--- src/rtl/alu_arith_sequencer_if.sv ---
// Command/response bundle between the control path and the arithmetic sequencer.
// Latency: none, wires only.
// Backpressure: cmd side is valid/ready; res side is valid/ready with payload held while res_ready is low.
interface alu_arith_sequencer_if #(
    parameter int WIDTH_AB   = 16,
    parameter int WIDTH_ARTH = 32
);
    logic                  cmd_valid;
    logic                  cmd_ready;
    logic [WIDTH_AB-1:0]   cmd_a;
    logic [WIDTH_AB-1:0]   cmd_b;
    logic [3:0]            cmd_fun;

    logic                  res_valid;
    logic                  res_ready;
    logic [WIDTH_ARTH-1:0] res_data;
    logic                  res_carry;
    logic [1:0]            res_err;

    // master = control path issuing ops; slave = the sequencer
    modport master (
        output cmd_valid, cmd_a, cmd_b, cmd_fun, res_ready,
        input  cmd_ready, res_valid, res_data, res_carry, res_err
    );

    modport slave (
        input  cmd_valid, cmd_a, cmd_b, cmd_fun, res_ready,
        output cmd_ready, res_valid, res_data, res_carry, res_err
    );
endinterface

--- src/rtl/alu_arith_sequencer.sv ---
// Front end for the 16-bit signed arithmetic unit; optional divide-by-zero guard via ALU_SEQ_DIV0_GUARD_EN.
// Latency: accept in cycle N -> res_valid in N+3 (N+1 for rejected ops, N+2+TIMEOUT on timeout).
// Backpressure: one op in flight; cmd_ready low from accept until the cycle after the response handshake.
module alu_arith_sequencer #(
    parameter int WIDTH_AB   = 16,
    parameter int WIDTH_ARTH = 32,
    parameter int TIMEOUT    = 4
) (
    input  logic                   clock,
    input  logic                   rest,
    alu_arith_sequencer_if.slave   cmd_res,
    output logic [WIDTH_AB-1:0]    alu_a,
    output logic [WIDTH_AB-1:0]    alu_b,
    output logic [3:0]             alu_fun,
    output logic                   arth_enable,
    input  logic                   arth_flag,
    input  logic                   carry_out,
    input  logic [WIDTH_ARTH-1:0]  Arthmtic_out,
    output logic                   busy
);

    typedef enum logic [1:0] {
        IDLE  = 2'd0,
        ISSUE = 2'd1,
        WAIT  = 2'd2,
        RESP  = 2'd3
    } state_t;

    localparam logic [1:0] ERR_OK    = 2'b00;
    localparam logic [1:0] ERR_CLASS = 2'b10;
    localparam logic [1:0] ERR_TMO   = 2'b11;
    localparam logic [3:0] CNT_LAST  = 4'(TIMEOUT - 1);

    state_t                  state, state_nxt;
    logic [3:0]              wait_cnt, wait_cnt_nxt;
    logic [WIDTH_AB-1:0]     alu_a_nxt, alu_b_nxt;
    logic [3:0]              alu_fun_nxt;
    logic                    arth_enable_nxt;
    logic                    cmd_ready_q, cmd_ready_nxt;
    logic                    res_valid_q, res_valid_nxt;
    logic [WIDTH_ARTH-1:0]   res_data_q, res_data_nxt;
    logic                    res_carry_q, res_carry_nxt;
    logic [1:0]              res_err_q, res_err_nxt;

    always_ff @(posedge clock) begin
        if (rest) begin
            state       <= IDLE;
            wait_cnt    <= '0;
            alu_a       <= '0;
            alu_b       <= '0;
            alu_fun     <= '0;
            arth_enable <= 1'b0;
            cmd_ready_q <= 1'b1;
            res_valid_q <= 1'b0;
            res_data_q  <= '0;
            res_carry_q <= 1'b0;
            res_err_q   <= '0;
        end else begin
            state       <= state_nxt;
            wait_cnt    <= wait_cnt_nxt;
            alu_a       <= alu_a_nxt;
            alu_b       <= alu_b_nxt;
            alu_fun     <= alu_fun_nxt;
            arth_enable <= arth_enable_nxt;
            cmd_ready_q <= cmd_ready_nxt;
            res_valid_q <= res_valid_nxt;
            res_data_q  <= res_data_nxt;
            res_carry_q <= res_carry_nxt;
            res_err_q   <= res_err_nxt;
        end
    end

    always_comb begin
        state_nxt       = state;
        wait_cnt_nxt    = wait_cnt;
        alu_a_nxt       = alu_a;
        alu_b_nxt       = alu_b;
        alu_fun_nxt     = alu_fun;
        arth_enable_nxt = 1'b0;
        cmd_ready_nxt   = 1'b0;
        res_valid_nxt   = res_valid_q;
        res_data_nxt    = res_data_q;
        res_carry_nxt   = res_carry_q;
        res_err_nxt     = res_err_q;

        case (state)
            IDLE: begin
                cmd_ready_nxt = 1'b1;
                if (cmd_res.cmd_valid && cmd_ready_q) begin
                    alu_a_nxt     = cmd_res.cmd_a;
                    alu_b_nxt     = cmd_res.cmd_b;
                    alu_fun_nxt   = cmd_res.cmd_fun;
                    cmd_ready_nxt = 1'b0;
                    if (cmd_res.cmd_fun[3:2] != 2'b00) begin
                        // non-arithmetic class never reaches the unit
                        state_nxt     = RESP;
                        res_valid_nxt = 1'b1;
                        res_data_nxt  = '0;
                        res_carry_nxt = 1'b0;
                        res_err_nxt   = ERR_CLASS;
                    end
`ifdef ALU_SEQ_DIV0_GUARD_EN
                    else if (cmd_res.cmd_fun == 4'b0011 && cmd_res.cmd_b == '0) begin
                        state_nxt     = RESP;
                        res_valid_nxt = 1'b1;
                        res_data_nxt  = '0;
                        res_carry_nxt = 1'b0;
                        res_err_nxt   = 2'b01;
                    end
`endif
                    else begin
                        state_nxt       = ISSUE;
                        arth_enable_nxt = 1'b1;
                    end
                end
            end
            ISSUE: begin
                state_nxt    = WAIT;
                wait_cnt_nxt = '0;
            end
            WAIT: begin
                if (arth_flag) begin
                    state_nxt     = RESP;
                    res_valid_nxt = 1'b1;
                    res_data_nxt  = Arthmtic_out;
                    res_carry_nxt = carry_out;
                    res_err_nxt   = ERR_OK;
                end else if (wait_cnt == CNT_LAST) begin
                    state_nxt     = RESP;
                    res_valid_nxt = 1'b1;
                    res_data_nxt  = '0;
                    res_carry_nxt = 1'b0;
                    res_err_nxt   = ERR_TMO;
                end else begin
                    wait_cnt_nxt = wait_cnt + 4'd1;
                end
            end
            RESP: begin
                // payload stays frozen; only the handshake moves us on
                if (cmd_res.res_ready) begin
                    state_nxt     = IDLE;
                    res_valid_nxt = 1'b0;
                    cmd_ready_nxt = 1'b1;
                end
            end
            default: begin
                state_nxt = IDLE;
            end
        endcase
    end

    assign cmd_res.cmd_ready = cmd_ready_q;
    assign cmd_res.res_valid = res_valid_q;
    assign cmd_res.res_data  = res_data_q;
    assign cmd_res.res_carry = res_carry_q;
    assign cmd_res.res_err   = res_err_q;
    assign busy              = (state != IDLE);

endmodule

--- src/flat_wrapper.sv ---
// flat-port wrapper written by rule: the top's interface ports become plain ports
module alu_arith_sequencer_flat 
#(
    parameter int WIDTH_AB   = 16,
    parameter int WIDTH_ARTH = 32,
    parameter int TIMEOUT    = 4
)
  (clock, rest, alu_a, alu_b, alu_fun, arth_enable, arth_flag, carry_out, Arthmtic_out, busy, cmd_res_cmd_valid, cmd_res_cmd_a, cmd_res_cmd_b, cmd_res_cmd_fun, cmd_res_res_ready, cmd_res_cmd_ready, cmd_res_res_valid, cmd_res_res_data, cmd_res_res_carry, cmd_res_res_err);
  alu_arith_sequencer_if #(.WIDTH_AB(WIDTH_AB), .WIDTH_ARTH(WIDTH_ARTH)) cmd_res_i ();
  input  logic clock;
  input  logic rest;
  output logic [WIDTH_AB-1:0] alu_a;
  output logic [WIDTH_AB-1:0] alu_b;
  output logic [3:0] alu_fun;
  output logic arth_enable;
  input  logic arth_flag;
  input  logic carry_out;
  input  logic [WIDTH_ARTH-1:0] Arthmtic_out;
  output logic busy;
  input wire logic [$bits(cmd_res_i.cmd_valid)-1:0] cmd_res_cmd_valid;
  input wire logic [$bits(cmd_res_i.cmd_a)-1:0] cmd_res_cmd_a;
  input wire logic [$bits(cmd_res_i.cmd_b)-1:0] cmd_res_cmd_b;
  input wire logic [$bits(cmd_res_i.cmd_fun)-1:0] cmd_res_cmd_fun;
  input wire logic [$bits(cmd_res_i.res_ready)-1:0] cmd_res_res_ready;
  output wire logic [$bits(cmd_res_i.cmd_ready)-1:0] cmd_res_cmd_ready;
  output wire logic [$bits(cmd_res_i.res_valid)-1:0] cmd_res_res_valid;
  output wire logic [$bits(cmd_res_i.res_data)-1:0] cmd_res_res_data;
  output wire logic [$bits(cmd_res_i.res_carry)-1:0] cmd_res_res_carry;
  output wire logic [$bits(cmd_res_i.res_err)-1:0] cmd_res_res_err;
  assign cmd_res_i.cmd_valid = cmd_res_cmd_valid;
  assign cmd_res_i.cmd_a = cmd_res_cmd_a;
  assign cmd_res_i.cmd_b = cmd_res_cmd_b;
  assign cmd_res_i.cmd_fun = cmd_res_cmd_fun;
  assign cmd_res_i.res_ready = cmd_res_res_ready;
  assign cmd_res_cmd_ready = cmd_res_i.cmd_ready;
  assign cmd_res_res_valid = cmd_res_i.res_valid;
  assign cmd_res_res_data = cmd_res_i.res_data;
  assign cmd_res_res_carry = cmd_res_i.res_carry;
  assign cmd_res_res_err = cmd_res_i.res_err;
  alu_arith_sequencer #(.WIDTH_AB(WIDTH_AB), .WIDTH_ARTH(WIDTH_ARTH), .TIMEOUT(TIMEOUT)) u_core (.clock(clock), .rest(rest), .cmd_res(cmd_res_i), .alu_a(alu_a), .alu_b(alu_b), .alu_fun(alu_fun), .arth_enable(arth_enable), .arth_flag(arth_flag), .carry_out(carry_out), .Arthmtic_out(Arthmtic_out), .busy(busy));
endmodule
--- config.mk ---
export PLATFORM = sky130hd
export DESIGN_NAME = alu_arith_sequencer_flat
export DESIGN_NICKNAME = d
export VERILOG_FILES = /design/src/rtl/alu_arith_sequencer_if.sv /design/src/rtl/alu_arith_sequencer.sv /design/src/flat_wrapper.sv
export SDC_FILE = /design/constraint.sdc
export NUM_CORES = 1
export LEC_CHECK = 0
export BUFFER_PORTS_ARGS = -buffer_cell sky130_fd_sc_hd__clkbuf_2
export CAP_MARGIN = 15
export CORE_MARGIN = 1.5
export CORE_UTILIZATION = 35
export CTS_CLUSTER_SIZE = 8
export DETAILED_ROUTE_END_ITERATION = 8
export GPL_ROUTABILITY_DRIVEN = 1
export SLEW_MARGIN = 10
export SYNTH_ARGS = -nofsm -noshare
export SYNTH_HDL_FRONTEND = slang
export SYNTH_SLANG_ARGS = --single-unit
--- constraint.sdc ---
create_clock -name clock -period 3.1 [get_ports clock]
set_clock_uncertainty 0.05 [all_clocks]
set_input_delay 0.465 -clock clock [delete_from_list [all_inputs] [get_ports clock]]
set_output_delay 0.465 -clock clock [all_outputs]
set_load 0.02 [all_outputs]
Yosys cells after proc, flatten, opt, wreduce, memory -nomap -nowiden
Index checks and enable logic that the tools add are counted. Widths: inputs -> output; s select.

Register bits after elaboration: 80. Input port bits: 74. Output and inout bits: 75. Logic and storage cells: 70.

Add/sub/neg operators: 1. Eq/ne operators: 10. Mux-type cells: 33. Bitwise logic cells: 2. Reduce and logical (&&, ||, !) cells: 13.

Operators with widths (count): $mux 32 (4); $pmux 32 s2 (1); $mux 2 (8); $mux 1 (12); $mux 4 (2); $pmux 2 s4 (1); $pmux 4 s2 (1); $reduce_bool 2->1 (4); $ne 2x2->1 const B (3); $reduce_and 3->1 (2); $reduce_and 5->1 (1); $add 4x1->4 const B (1); $eq 2x2->1 const B (2); $eq 4x2->1 const B (1); $ne 2x1->1 const B (2); $pmux 1 s2 (2); $pmux 2 s2 (1); $reduce_and 4->1 (1); $ne 3x2->1 const B (1); $pmux 1 s3 (1); $reduce_bool 3->1 (1); $reduce_or 3->1 (1); $eq 2x1->1 const B (1); $logic_not 2->1 (1); other kinds (3) (4).

Logic depth before layout (Yosys ltp)
Gate-level depths: netlist (run 1).

Depth in word-level cells: 4. Depth in mapped cells: 9. Gate-level depth less buffers: 6.

Least setup slack after synthesis (run 1)
OpenSTA, ideal clock, no wires.

Path type: reg2reg. Start point: register u_core.state[0]. End point: register u_core.res_data_q[11] (netlist: u_core.cmd_res.res_data[11]). Library setup time: 0.069 ns. Arrival: 1.796 ns. Required time: 2.981 ns. Setup slack: 1.185 ns. Stages on the path, launching flop included: 10. Buffers on the path: 3. Period minus slack after synthesis: 1.915 ns. Cells stage by stage: dfxtp_1 > inv_1 > ha_1 > nor2b_1 > clkbuf_1 > a221oi_2 > buf_6 > buf_8 > nand3_1 > o21ai_1.

Cells in the longest elaborated chain, start to end: 3. Elaborated cells on any way between the ends: 8. Classes of those cells: eq/ne (4); mux (1); reduce/logical (3).

Ends and longest elaborated chain: start: declaration (RTL line alu_arith_sequencer.sv:34) `state_t state, state_nxt;`; start signal: assignment (RTL line alu_arith_sequencer.sv:59) `state <= state_nxt;`; $eq 2x2->1 or $logic_not 2->1 (tied branches) (RTL line alu_arith_sequencer.sv:86) `case (state)`; $ne 3x2->1 (no line) (tied with other cells); $reduce_and 4->1 (no line); end signal: assignment (RTL line alu_arith_sequencer.sv:67) `res_data_q <= res_data_nxt;`; end: declaration (RTL line alu_arith_sequencer.sv:41) `logic [WIDTH_ARTH-1:0] res_data_q, res_data_nxt;`.

Several ways; a longest one is shown, not always the timed one. A chain may end at the register's enable or synchronous reset.

Worst setup path after layout (run 1)
Start point: register u_core.wait_cnt[0]. End point: register u_core.res_data_q[17] (netlist: u_core.cmd_res.res_data[17]).

Cells in the longest elaborated chain, start to end: 3.

Ends and longest elaborated chain: start: declaration (RTL line alu_arith_sequencer.sv:35) `logic [3:0] wait_cnt, wait_cnt_nxt;`; start signal: assignment (RTL line alu_arith_sequencer.sv:60) `wait_cnt <= wait_cnt_nxt;`; $eq 4x2->1 (RTL line alu_arith_sequencer.sv:128) `end else if (wait_cnt == CNT_LAST) begin`; $ne 3x2->1 (no line); $reduce_and 4->1 (no line).

No other way between the ends.

==> results.sh, run 1 <==
export IMPL_num_nets_final=595
export IMPL_cp_max_fo=67
export IMPL_syn_nets=459
export IMPL_htree_num_levels=3
export IMPL_pwr_share_clk=0.274
export IMPL_die_h_um=97.8
export IMPL_required_ns=3.33
export IMPL_yosysTopAreaCell="dfxtp_1"
export IMPL_seq_power_share=0.377
export IMPL_firstDrtPassIters=4
export IMPL_period_minus_slack_ns=2.29
export IMPL_critPathArrivalTime_ns=2.52
export IMPL_fin_setup_tns_ns=0
export IMPL_ys_ff_latch=80
export IMPL_power_frac_comb=0.349
export IMPL_nFillCells=860
export IMPL_dp_slack_ns=0.827
export IMPL_drt_drc_violations_left=0
export IMPL_std_cell_rows=34
export IMPL_die_width_um=97.8
export IMPL_die_area_mm2=0.00956
export IMPL_clk_pin_slew_ns=0.08
export IMPL_initialDrtViolationCount=67
export IMPL_dp_hpwl_um=5390
export IMPL_fin_crit_sh=0.739
export IMPL_worst_pin_slew_ns=0.739
export IMPL_post_drt_wl_per_cell_um=12.4
export IMPL_drive_gt1_frac=0.329
export IMPL_syn_mean_instance_area_um2=8.32
export IMPL_rsz0062_at_grt="no"
export IMPL_grt_usage=0.164
export IMPL_fin_util=0.477
export IMPL_status="completed"
export IMPL_start_util=0.361
export IMPL_hold_viol=0
export IMPL_drv_slew=0
export IMPL_cp_start_kind="register"
export IMPL_p_leak_nw=1.81
export IMPL_regToRegSetupSlack_ns=0.81
export IMPL_dp_cells=611
export IMPL_max_freq_mhz=437
export IMPL_hold_path_class="in -> reg"
export IMPL_max_slew_margin=0.507
export IMPL_grt_pass1_vias=2866
export IMPL_clk_path_buf_depth=2
export IMPL_synth_top_cells_by_area="dfxtp_1 (51%), nand2_1 (9.6%), a21oi_1 (6.8%)"
export IMPL_ant_nets=0
export IMPL_synth_edf_count=0
export IMPL_worstSetupPathType="reg -> reg"
export IMPL_power_density_mw_per_mm2=802
export IMPL_postCtsSetupBuffers=0
export IMPL_p_int_mw=2.06
export IMPL_insertion_delay_ns=0.34
export IMPL_port_buffers=148
export IMPL_switching_power_mw=1.27
export IMPL_p_sw_frac=0.382
export IMPL_cts_resized=0
export IMPL_via_per_inst=4.72
export IMPL_hold_buffers=0
export IMPL_layout_cells_non_filler=627
export IMPL_core_mm2=0.00872
export IMPL_finalSetupViolCount=0
export IMPL_synth_seq_area_share=0.509
export IMPL_synth_ff_type="dfxtp_1"
export IMPL_synth_top_area_share=0.509
export IMPL_synthCells=378
export IMPL_clock_sinks=80
export IMPL_synth_async_reset_ratio=0
export IMPL_synth_cell_types=34
export IMPL_tritoncts="built"
export IMPL_cts_inserted_buffers=9
export IMPL_grt_pass1_wl_um=13000
export IMPL_routed_wl_um=7760
export IMPL_root_buffer="clkbuf_8"
export IMPL_vias=2959
export IMPL_grt_max_degree=68
export IMPL_syn_area_mm2=0.00314
export IMPL_antenna_found_initial=0
export IMPL_gr_total_overflow=0
export IMPL_areaGrowthSynthToFinish_pct=32.2
export IMPL_fin_ws_ns=0.810
export IMPL_maxCapViolCount=0
export IMPL_diodes=0
export IMPL_endpoint_kind="register"
export IMPL_yosys_warnings=0
export IMPL_ios=149
export IMPL_gp_congestion=0.704
export IMPL_peakVddDrop_mv=0.349
-- metal layers --
| metal | share of wire | vias up | wire length [um] | track usage |
|---|---|---|---|---|
| met1 | 0.46 | 1286 | 3610 | 0.208 |
| met4 | 0.011 | 0 | 82 | 0.0593 |
| met5 | 0 | - | 0 | 0 |
| met3 | 0.093 | 8 | 724 | 0.0594 |
| li1 | - | 1539 | - | - |
| met2 | 0.43 | 126 | 3340 | 0.259 |
-- power groups by stage --
stage | Sequential (mW) | Clock, mW | Combinational [mW]
2_1_floorplan | 1.42 | 0 | 0.802
3_3_place_gp | 1.27 | 0 | 1.16
3_5_place_dp | 1.28 | 0 | 1.17
4_1_cts | 1.26 | 0.951 | 1.17
5_1_grt | 1.28 | 0.986 | 1.30
6_report | 1.26 | 0.911 | 1.16
-- flip-flops by register name (all words and copies together), names as in the netlist --
register	count
u_core.cmd_res.res_valid	1
u_core.alu_b	16
u_core.wait_cnt	4
u_core.cmd_res.res_err	2
u_core.cmd_res.cmd_ready	1
u_core.cmd_res.res_carry	1
u_core.arth_enable	1
u_core.alu_fun	4
u_core.cmd_res.res_data	32
u_core.alu_a	16
u_core.state	2
-- synth_stat cells, types with 2 or more instances --
cell / instances
nand2_1: 80
o21ai_1: 27
nor2_1: 5
ha_1: 7
a21oi_1: 43
nand2b_1: 34
inv_1: 5
o21ai_0: 9
buf_2: 4
clkbuf_2: 3
dfxtp_1: 80
buf_8: 3
a311oi_1: 2
a22oi_1: 2
clkbuf_1: 16
buf_1: 2
nand3_1: 39
-- cell families after synthesis --
family                   count (synthesis)  share of synthesized area
adder cells (fa/ha/maj)                  7                     0.0279
flip-flops                              80                      0.509
AO/OA/AOI/OAI                           91                      0.158
AND/OR/NAND/NOR                        166                      0.248
buffers and inverters                   34                     0.0565
-- final timing paths --
kind / start / endpoint / cells after the start
max: u_core.wait_cnt[0] / u_core.cmd_res.res_data[17] / 6
max reg2reg: u_core.wait_cnt[0] / u_core.cmd_res.res_data[17] / 6
min reg2reg: u_core.alu_fun[2] / u_core.alu_fun[2] / 2
min: cmd_res_cmd_a[13] / u_core.alu_a[13] / 3
-- critical path, cell delays in order (launching register included) --
cell and delay (ns):
dfxtp_1 0.37, ha_1 0.19, or3b_1 0.50, a221oi_4 0.30, buf_4 0.52, nand3_1 0.16
o21ai_1 0.10
-- cells in the final DEF (no fill, tap or decap), types with 6 or more instances in the layout --
cell type / count
clkbuf_2: 148
nand2_1: 80
dfxtp_1: 80
a21oi_1: 43
nand3_1: 39
nand2b_1: 34
o21ai_1: 27
o21ai_0: 9
clkbuf_8: 9
ha_1: 7
buf_4: 6
-- cell type report --
cell class | count | area, um^2 | share of cell area
clock buffers | 11 | 131 | 0.0316
clock inverters | 5 | 105 | 0.0253
inverters | 5 | 18.8 | 0.00452
multi-input cells | 264 | 1380 | 0.332
flip-flops and latches | 80 | 1600 | 0.385
well taps | 108 | 135 | 0.0325
repair buffers | 154 | 786 | 0.189
-- metrics by stage --
step           hold WS [ns]  total power, mW  area [um^2]
2_1_floorplan         0.408             2.22         3140
3_3_place_gp          0.391             2.43         3920
3_5_place_dp          0.399             2.45         3920
4_1_cts               0.262             3.38         4160
5_1_grt               0.265             3.56         4160
6_report              0.287             3.33         4160
No activity file was read; power rests on OpenSTA's default activity.
==> run 2, diff against run 1 <==
--- a/config.mk
+++ b/config.mk
@@ -5,6 +5,7 @@
 export SDC_FILE = /design/constraint.sdc
 export NUM_CORES = 1
 export LEC_CHECK = 0
+export ABC_AREA = 1
 export BUFFER_PORTS_ARGS = -buffer_cell sky130_fd_sc_hd__clkbuf_2
 export CAP_MARGIN = 15
 export CORE_MARGIN = 1.5
==> constraint.sdc (replaced) <==
create_clock -name clock -period 2.34 [get_ports clock]
set_clock_uncertainty 0.05 [all_clocks]
set_input_delay 0.351 -clock clock [delete_from_list [all_inputs] [get_ports clock]]
set_output_delay 0.351 -clock clock [all_outputs]
set_load 0.02 [all_outputs]
==> run 2 against run 1 <==
  * Sequential share of layout area fell by 3.7 points
  * Synthesized area is 16% higher
  * Via count rose by 18%
==> results.sh, run 2 <==
export IMPL_initialDrtViolationCount=203
export IMPL_ys_ff_latch=80
export IMPL_yosysTopAreaCell="dfxtp_1"
export IMPL_required_ns=2.57
export IMPL_layout_common_cells="clkbuf_2 (148), nand2_1 (123), dfxtp_1 (80)"
export IMPL_critPathArrivalTime_ns=2.18
export IMPL_nFillCells=1083
export IMPL_via_per_inst=4.68
export IMPL_vias=3504
export IMPL_insertion_delay_ns=0.34
export IMPL_syn_nets=558
export IMPL_crit_path_cell_trace="inv_1 > ha_1 > inv_2 > nor2_4 > nand2_4 > nand3_4 > inv_4 > nor2_1 > nor2_1"
export IMPL_synth_edf_count=0
export IMPL_synth_most_common_cell="nand2_1"
export IMPL_power_density_mw_per_mm2=1460
export IMPL_drv_slew=0
export IMPL_grt_usage=0.174
export IMPL_worstSetupPathType="reg -> reg"
export IMPL_yosys_warnings=0
export IMPL_stdcell_area_mm2=0.00460
export IMPL_num_nets_final=689
export IMPL_postCtsSetupBuffers=0
export IMPL_crit_path_frequent_cell="nor2_1"
export IMPL_clk_path_buf_depth=2
export IMPL_htree_num_levels=3
export IMPL_start_util=0.357
export IMPL_hold_viol=0
export IMPL_grt_max_degree=42
export IMPL_synth_async_reset_ratio=0
export IMPL_die_area_mm2=0.0110
export IMPL_p_leak_nw=2.12
export IMPL_synth_seq_area_share=0.440
export IMPL_drive_gt1_frac=0.395
export IMPL_std_cell_rows=37
export IMPL_syn_mean_instance_area_um2=7.63
export IMPL_gp_congestion=0.796
export IMPL_die_h_um=105
export IMPL_fin_setup_tns_ns=0
export IMPL_max_freq_mhz=513
export IMPL_pwr_share_clk=0.155
export IMPL_gr_total_overflow=0
export IMPL_diodes=0
export IMPL_switching_power_mw=3.22
export IMPL_status="completed"
export IMPL_post_dp_cell_area_mm2=0.00439
export IMPL_drt_drc_violations_left=0
export IMPL_peakVddDrop_mv=0.737
export IMPL_firstDrtPassIters=4
export IMPL_seq_power_share=0.308
export IMPL_root_buffer="clkbuf_8"
export IMPL_core_mm2=0.0102
export IMPL_areaGrowthSynthToFinish_pct=26.3
export IMPL_tritoncts="built"
export IMPL_finalSetupViolCount=0
export IMPL_largest_register_ff_count=32
export IMPL_die_width_um=105
export IMPL_post_drt_wl_per_cell_um=12.4
export IMPL_clock_sinks=80
export IMPL_period_minus_slack_ns=1.95
export IMPL_ant_nets=0
export IMPL_antenna_found_initial=0
export IMPL_cts_inserted_buffers=9
export IMPL_worst_pin_slew_ns=0.699
export IMPL_rsz0062_at_grt="no"
export IMPL_routed_wl_um=9250
export IMPL_cp_max_fo=34
export IMPL_port_buffers=148
export IMPL_p_int_mw=3.48
export IMPL_syn_area_mm2=0.00364
export IMPL_synth_ff_type="dfxtp_1"
export IMPL_hold_buffers=0
export IMPL_grt_pass1_vias=3286
export IMPL_power_frac_comb=0.536
export IMPL_maxCapViolCount=0
export IMPL_cts_resized=0
export IMPL_fin_crit_sh=0.833
export IMPL_slowest_delay_ns=0.41
export IMPL_p_sw_frac=0.480
export IMPL_layout_commonest_cell="clkbuf_2"
export IMPL_timing_reg2reg_worst_path_depth=9
export IMPL_synth_top_cells_by_area="dfxtp_1 (44%), nand2_1 (13%), nor2_2 (10%)"
export IMPL_synth_cell_types=22
export IMPL_synthCells=477
export IMPL_max_slew_margin=0.533
export IMPL_synth_top_cells_by_count="nand2_1 (123), dfxtp_1 (80), nor2_2 (60)"
export IMPL_dp_hpwl_um=6360
export IMPL_cp_start_kind="register"
export IMPL_synth_top_area_share=0.440
export IMPL_hold_path_class="in -> reg"
export IMPL_clk_pin_slew_ns=0.09
export IMPL_cpMaxStageDelayCell="inv_4"
export IMPL_ios=149
export IMPL_endpoint_kind="register"
export IMPL_hold_depth=3
export IMPL_grt_pass1_wl_um=15700
## run 2: cell types whose count changed after synthesis, moves of 5 or more
cell,before,now
o21ai_1,27,0
nand3_1,39,44
inv_1,5,17
nand2_1,80,123
buf_4,0,7
buf_2,4,19
nor2_2,0,60
clkbuf_1,16,7
nand2b_1,34,0
nand4_1,0,33
nor2_1,5,15
## run 2: metrics by stage
step | power, mW | setup WS (ns) | cells | hold slack [ns] | utilization
2_1_floorplan | 4.99 | 0.834 | 477 | 0.398 | -
3_3_place_gp | 5.65 | 0.466 | 733 | 0.397 | 0.431
4_1_cts | 6.79 | 0.368 | 749 | 0.179 | 0.451
3_5_place_dp | 5.72 | 0.395 | 733 | 0.406 | 0.431
5_1_grt | 7.27 | 0.177 | 749 | 0.176 | 0.451
6_report | 6.70 | 0.392 | 749 | 0.197 | 0.451
## run 2: logic make-up after synthesis
family | count (synthesis) | synth area share
AND/OR/NAND/NOR | 283 | 0.383
buffers and inverters | 56 | 0.0815
flip-flops | 80 | 0.440
AO/OA/AOI/OAI | 50 | 0.0688
XOR/XNOR | 1 | 0.00241
adder cells (fa/ha/maj) | 7 | 0.0241
## run 2: critical path: cells and delay by family (launching register included)
| family | cells | cell delay, ns |
|---|---|---|
| adder cells (fa/ha/maj) | 1 | 0.26 |
| flip-flops | 1 | 0.40 |
| buffers and inverters | 3 | 0.61 |
| AND/OR/NAND/NOR | 5 | 0.57 |
## run 2: layer usage
metal,up-vias,share of wire,global-route usage
li1,1812,-,-
met1,1563,0.47,0.231
met2,119,0.43,0.256
met3,10,0.090,0.0655
met4,0,0.011,0.0607
met5,-,0,0
## run 2: layout make-up
cell class	instances	area [um^2]	share of cell area
multi-input combinational	341	1740	0.379
sequential	80	1600	0.348
timing repair buffer	156	801	0.174
tap	136	170	0.0370
clock buffer	10	138	0.0299
inverter	20	77.6	0.0169
clock inverter	6	67.6	0.0147
## run 2: power groups by stage
stage	Clock, mW	Combinational (mW)	Sequential, mW
global placement	0	3.57	2.09
finish	1.04	3.59	2.07
floorplan	0	2.45	2.54
CTS	1.08	3.63	2.07
global route	1.15	4.01	2.12
detailed placement	0	3.62	2.10
## run 2: worst paths after layout
check                                        from                   endpoint  slack [ns]
worst max-delay path              u_core.state[0]  u_core.cmd_res.res_err[1]        0.39
worst min-delay path             cmd_res_cmd_b[1]            u_core.alu_b[1]        0.20
worst max register to register    u_core.state[0]  u_core.cmd_res.res_err[1]        0.39
worst min register to register  u_core.alu_fun[3]          u_core.alu_fun[3]        0.41
==> run 3, diff against run 2 <==
--- a/config.mk
+++ b/config.mk
@@ -5,7 +5,7 @@
 export SDC_FILE = /design/constraint.sdc
 export NUM_CORES = 1
 export LEC_CHECK = 0
-export ABC_AREA = 1
+export ABC_AREA = 0
 export BUFFER_PORTS_ARGS = -buffer_cell sky130_fd_sc_hd__clkbuf_2
 export CAP_MARGIN = 15
 export CORE_MARGIN = 1.5
==> constraint.sdc (replaced) <==
create_clock -name clock -period 1.8 [get_ports clock]
set_clock_uncertainty 0.05 [all_clocks]
set_input_delay 0.27 -clock clock [delete_from_list [all_inputs] [get_ports clock]]
set_output_delay 0.27 -clock clock [all_outputs]
set_load 0.02 [all_outputs]
==> run 3 against run 2 <==
  * The run now ends with setup timing left
  * Clock power up 54%
  * Register-to-register slack worse by 0.46 ns
  * Hold slack worse by 0.11 ns
  * Count of clock-buffer cells in the layout unchanged
  * Design area down 0.24%
  * Critical endpoint is now u_core.cmd_res.res_data[15]
  * Largest power group unchanged
==> results.sh, run 3 (synthesized netlist as in run 1, its figures left out) <==
export IMPL_endpoint_kind="register"
export IMPL_multi_input_area_mm2=0.00150
export IMPL_layout_commonest_cell="clkbuf_2"
export IMPL_diodes=0
export IMPL_slowest_delay_ns=0.40
export IMPL_via_per_inst=4.76
export IMPL_grt_pass1_wl_um=13300
export IMPL_root_buffer="clkbuf_8"
export IMPL_clock_sinks=80
export IMPL_htree_num_levels=3
export IMPL_fin_util=0.526
export IMPL_die_width_um=97.8
export IMPL_fin_ws_ns=-0.0675
export IMPL_drive_gt1_frac=0.408
export IMPL_peakVddDrop_mv=0.578
export IMPL_fin_crit_sh=1.04
export IMPL_hold_viol=0
export IMPL_firstDrtPassIters=4
export IMPL_insertion_delay_ns=0.34
export IMPL_hold_depth=2
export IMPL_p_int_mw=4.39
export IMPL_maxCapViolCount=0
export IMPL_areaGrowthSynthToFinish_pct=45.8
export IMPL_worst_pin_slew_ns=0.417
export IMPL_power_mw=6.99
export IMPL_nFillCells=856
export IMPL_grt_usage=0.168
export IMPL_seq_power_share=0.309
export IMPL_std_cell_rows=34
export IMPL_grt_pass1_vias=2837
export IMPL_port_buffers=148
export IMPL_pwr_share_clk=0.229
export IMPL_tritoncts="built"
export IMPL_gp_congestion=0.789
export IMPL_max_freq_mhz=535
export IMPL_crit_path_cell_trace="ha_4 > or3b_4 > a221oi_4 > buf_6 > buf_12 > nand3_1 > o21ai_1"
export IMPL_drv_slew=0
export IMPL_hold_buffers=0
export IMPL_power_frac_comb=0.462
export IMPL_clk_path_buf_depth=2
export IMPL_hold_ws_ns=0.0842
export IMPL_p_leak_nw=1.99
export IMPL_switching_power_mw=2.61
export IMPL_antenna_found_initial=0
export IMPL_cp_max_fo=7
export IMPL_rsz0062_at_grt="yes"
export IMPL_vias=3095
export IMPL_core_mm2=0.00872
export IMPL_critPathArrivalTime_ns=2.09
export IMPL_required_ns=2.03
export IMPL_dp_hpwl_um=5500
export IMPL_hold_path_class="in -> reg"
export IMPL_start_util=0.361
export IMPL_finalSetupViolCount=29
export IMPL_largest_register_ff_count=32
export IMPL_routed_wl_um=8410
export IMPL_register_area_mm2=0.00161
export IMPL_post_drt_wl_per_cell_um=12.9
export IMPL_initialDrtViolationCount=77
export IMPL_status="finished, violations left"
export IMPL_dp_cells=624
export IMPL_layout_cells_non_filler=650
export IMPL_worstSetupPathType="reg -> reg"
export IMPL_die_area_mm2=0.00956
export IMPL_num_nets_final=618
export IMPL_gr_total_overflow=0
export IMPL_ant_nets=0
export IMPL_power_density_mw_per_mm2=1530
export IMPL_grt_max_degree=38
export IMPL_max_slew_margin=0.721
export IMPL_drt_drc_violations_left=0
export IMPL_cpMaxStageDelayCell="or3b_4"
export IMPL_failed_checks="setup timing"
export IMPL_timing_reg2reg_worst_path_depth=7
export IMPL_clk_pin_slew_ns=0.09
export IMPL_period_minus_slack_ns=1.87
export IMPL_layout_common_cells="clkbuf_2 (148), nand2_1 (80), dfxtp_1 (76)"
export IMPL_die_h_um=97.8
export IMPL_ios=149
export IMPL_cp_start_kind="register"
export IMPL_p_sw_frac=0.373
export IMPL_cts_inserted_buffers=9
## run 3: changes by cell type in the layout (fill, tap and decap cells not counted), sizes merged, moves of 2 or more
cell,before,now
nor2,76,5
nand2,128,80
nand2b,0,34
nand4,33,0
o21ai,6,36
buf,8,26
inv,21,6
nand3,45,39
clkbuf,158,161
a22oi,0,2
a311oi,0,2
bufinv,1,3
clkinvlp,2,0
## run 3: layer usage
layer,global-route usage,vias to the layer above,routed length (um)
met5,0,-,0
met4,0.0462,0,43
met3,0.0659,5,754
met2,0.262,123,3860
met1,0.217,1377,3750
li1,-,1590,-
## run 3: stage by stage
stage               TNS, ns  instance area (um^2)  worst slack [ns]
floorplan            -0.590                  3180           -0.0213
global placement    -0.0278                  4070           -0.0130
detailed placement    -1.75                  4070           -0.0798
CTS                  -0.632                  4430           -0.0463
global route          -2.70                  4590            -0.122
finish                -1.10                  4590           -0.0675
## run 3: worst max-delay path, delay by kind of cell (launching register included)
kind                       cells  cell delay [ns]
adders and majority gates      1             0.13
AOI/OAI and AO/OA              2             0.43
buffers and inverters          2             0.33
DFF                            1             0.36
and+or+nand+nor                2             0.49
## run 3: final cells by class
cell class,count,area share
Sequential cell,80,0.350
Multi-Input combinational cell,264,0.326
Timing Repair Buffer,177,0.237
Tap cell,108,0.0295
Clock buffer,10,0.0278
Clock inverter,6,0.0254
Inverter,5,0.00409
## run 3: what timing repair did
action,in CTS,in global routing
pin swaps,2,15
cloned,3,4
gates resized for setup,9,23
setup buffers,3,2
setup endpoints to repair,36,38
## run 3: power by group through the flow
stage               clock network, mW  registers (mW)  logic, mW
finish                           1.60            2.16       3.23
global placement                    0            2.19       2.26
floorplan                           0            2.45       1.42
global route                     1.73            2.19       3.49
detailed placement                  0            2.20       2.27
CTS                              1.64            2.16       2.85
## run 3: worst paths after layout
path	startpoint	to	slack, ns
worst max-delay path	u_core.wait_cnt[0]	u_core.cmd_res.res_data[15]	-0.07
worst min-delay path	cmd_res_cmd_fun[3]	u_core.arth_enable	0.08
worst max register to register	u_core.wait_cnt[0]	u_core.cmd_res.res_data[15]	-0.07
worst min register to register	u_core.alu_b[0]	u_core.alu_b[0]	0.41
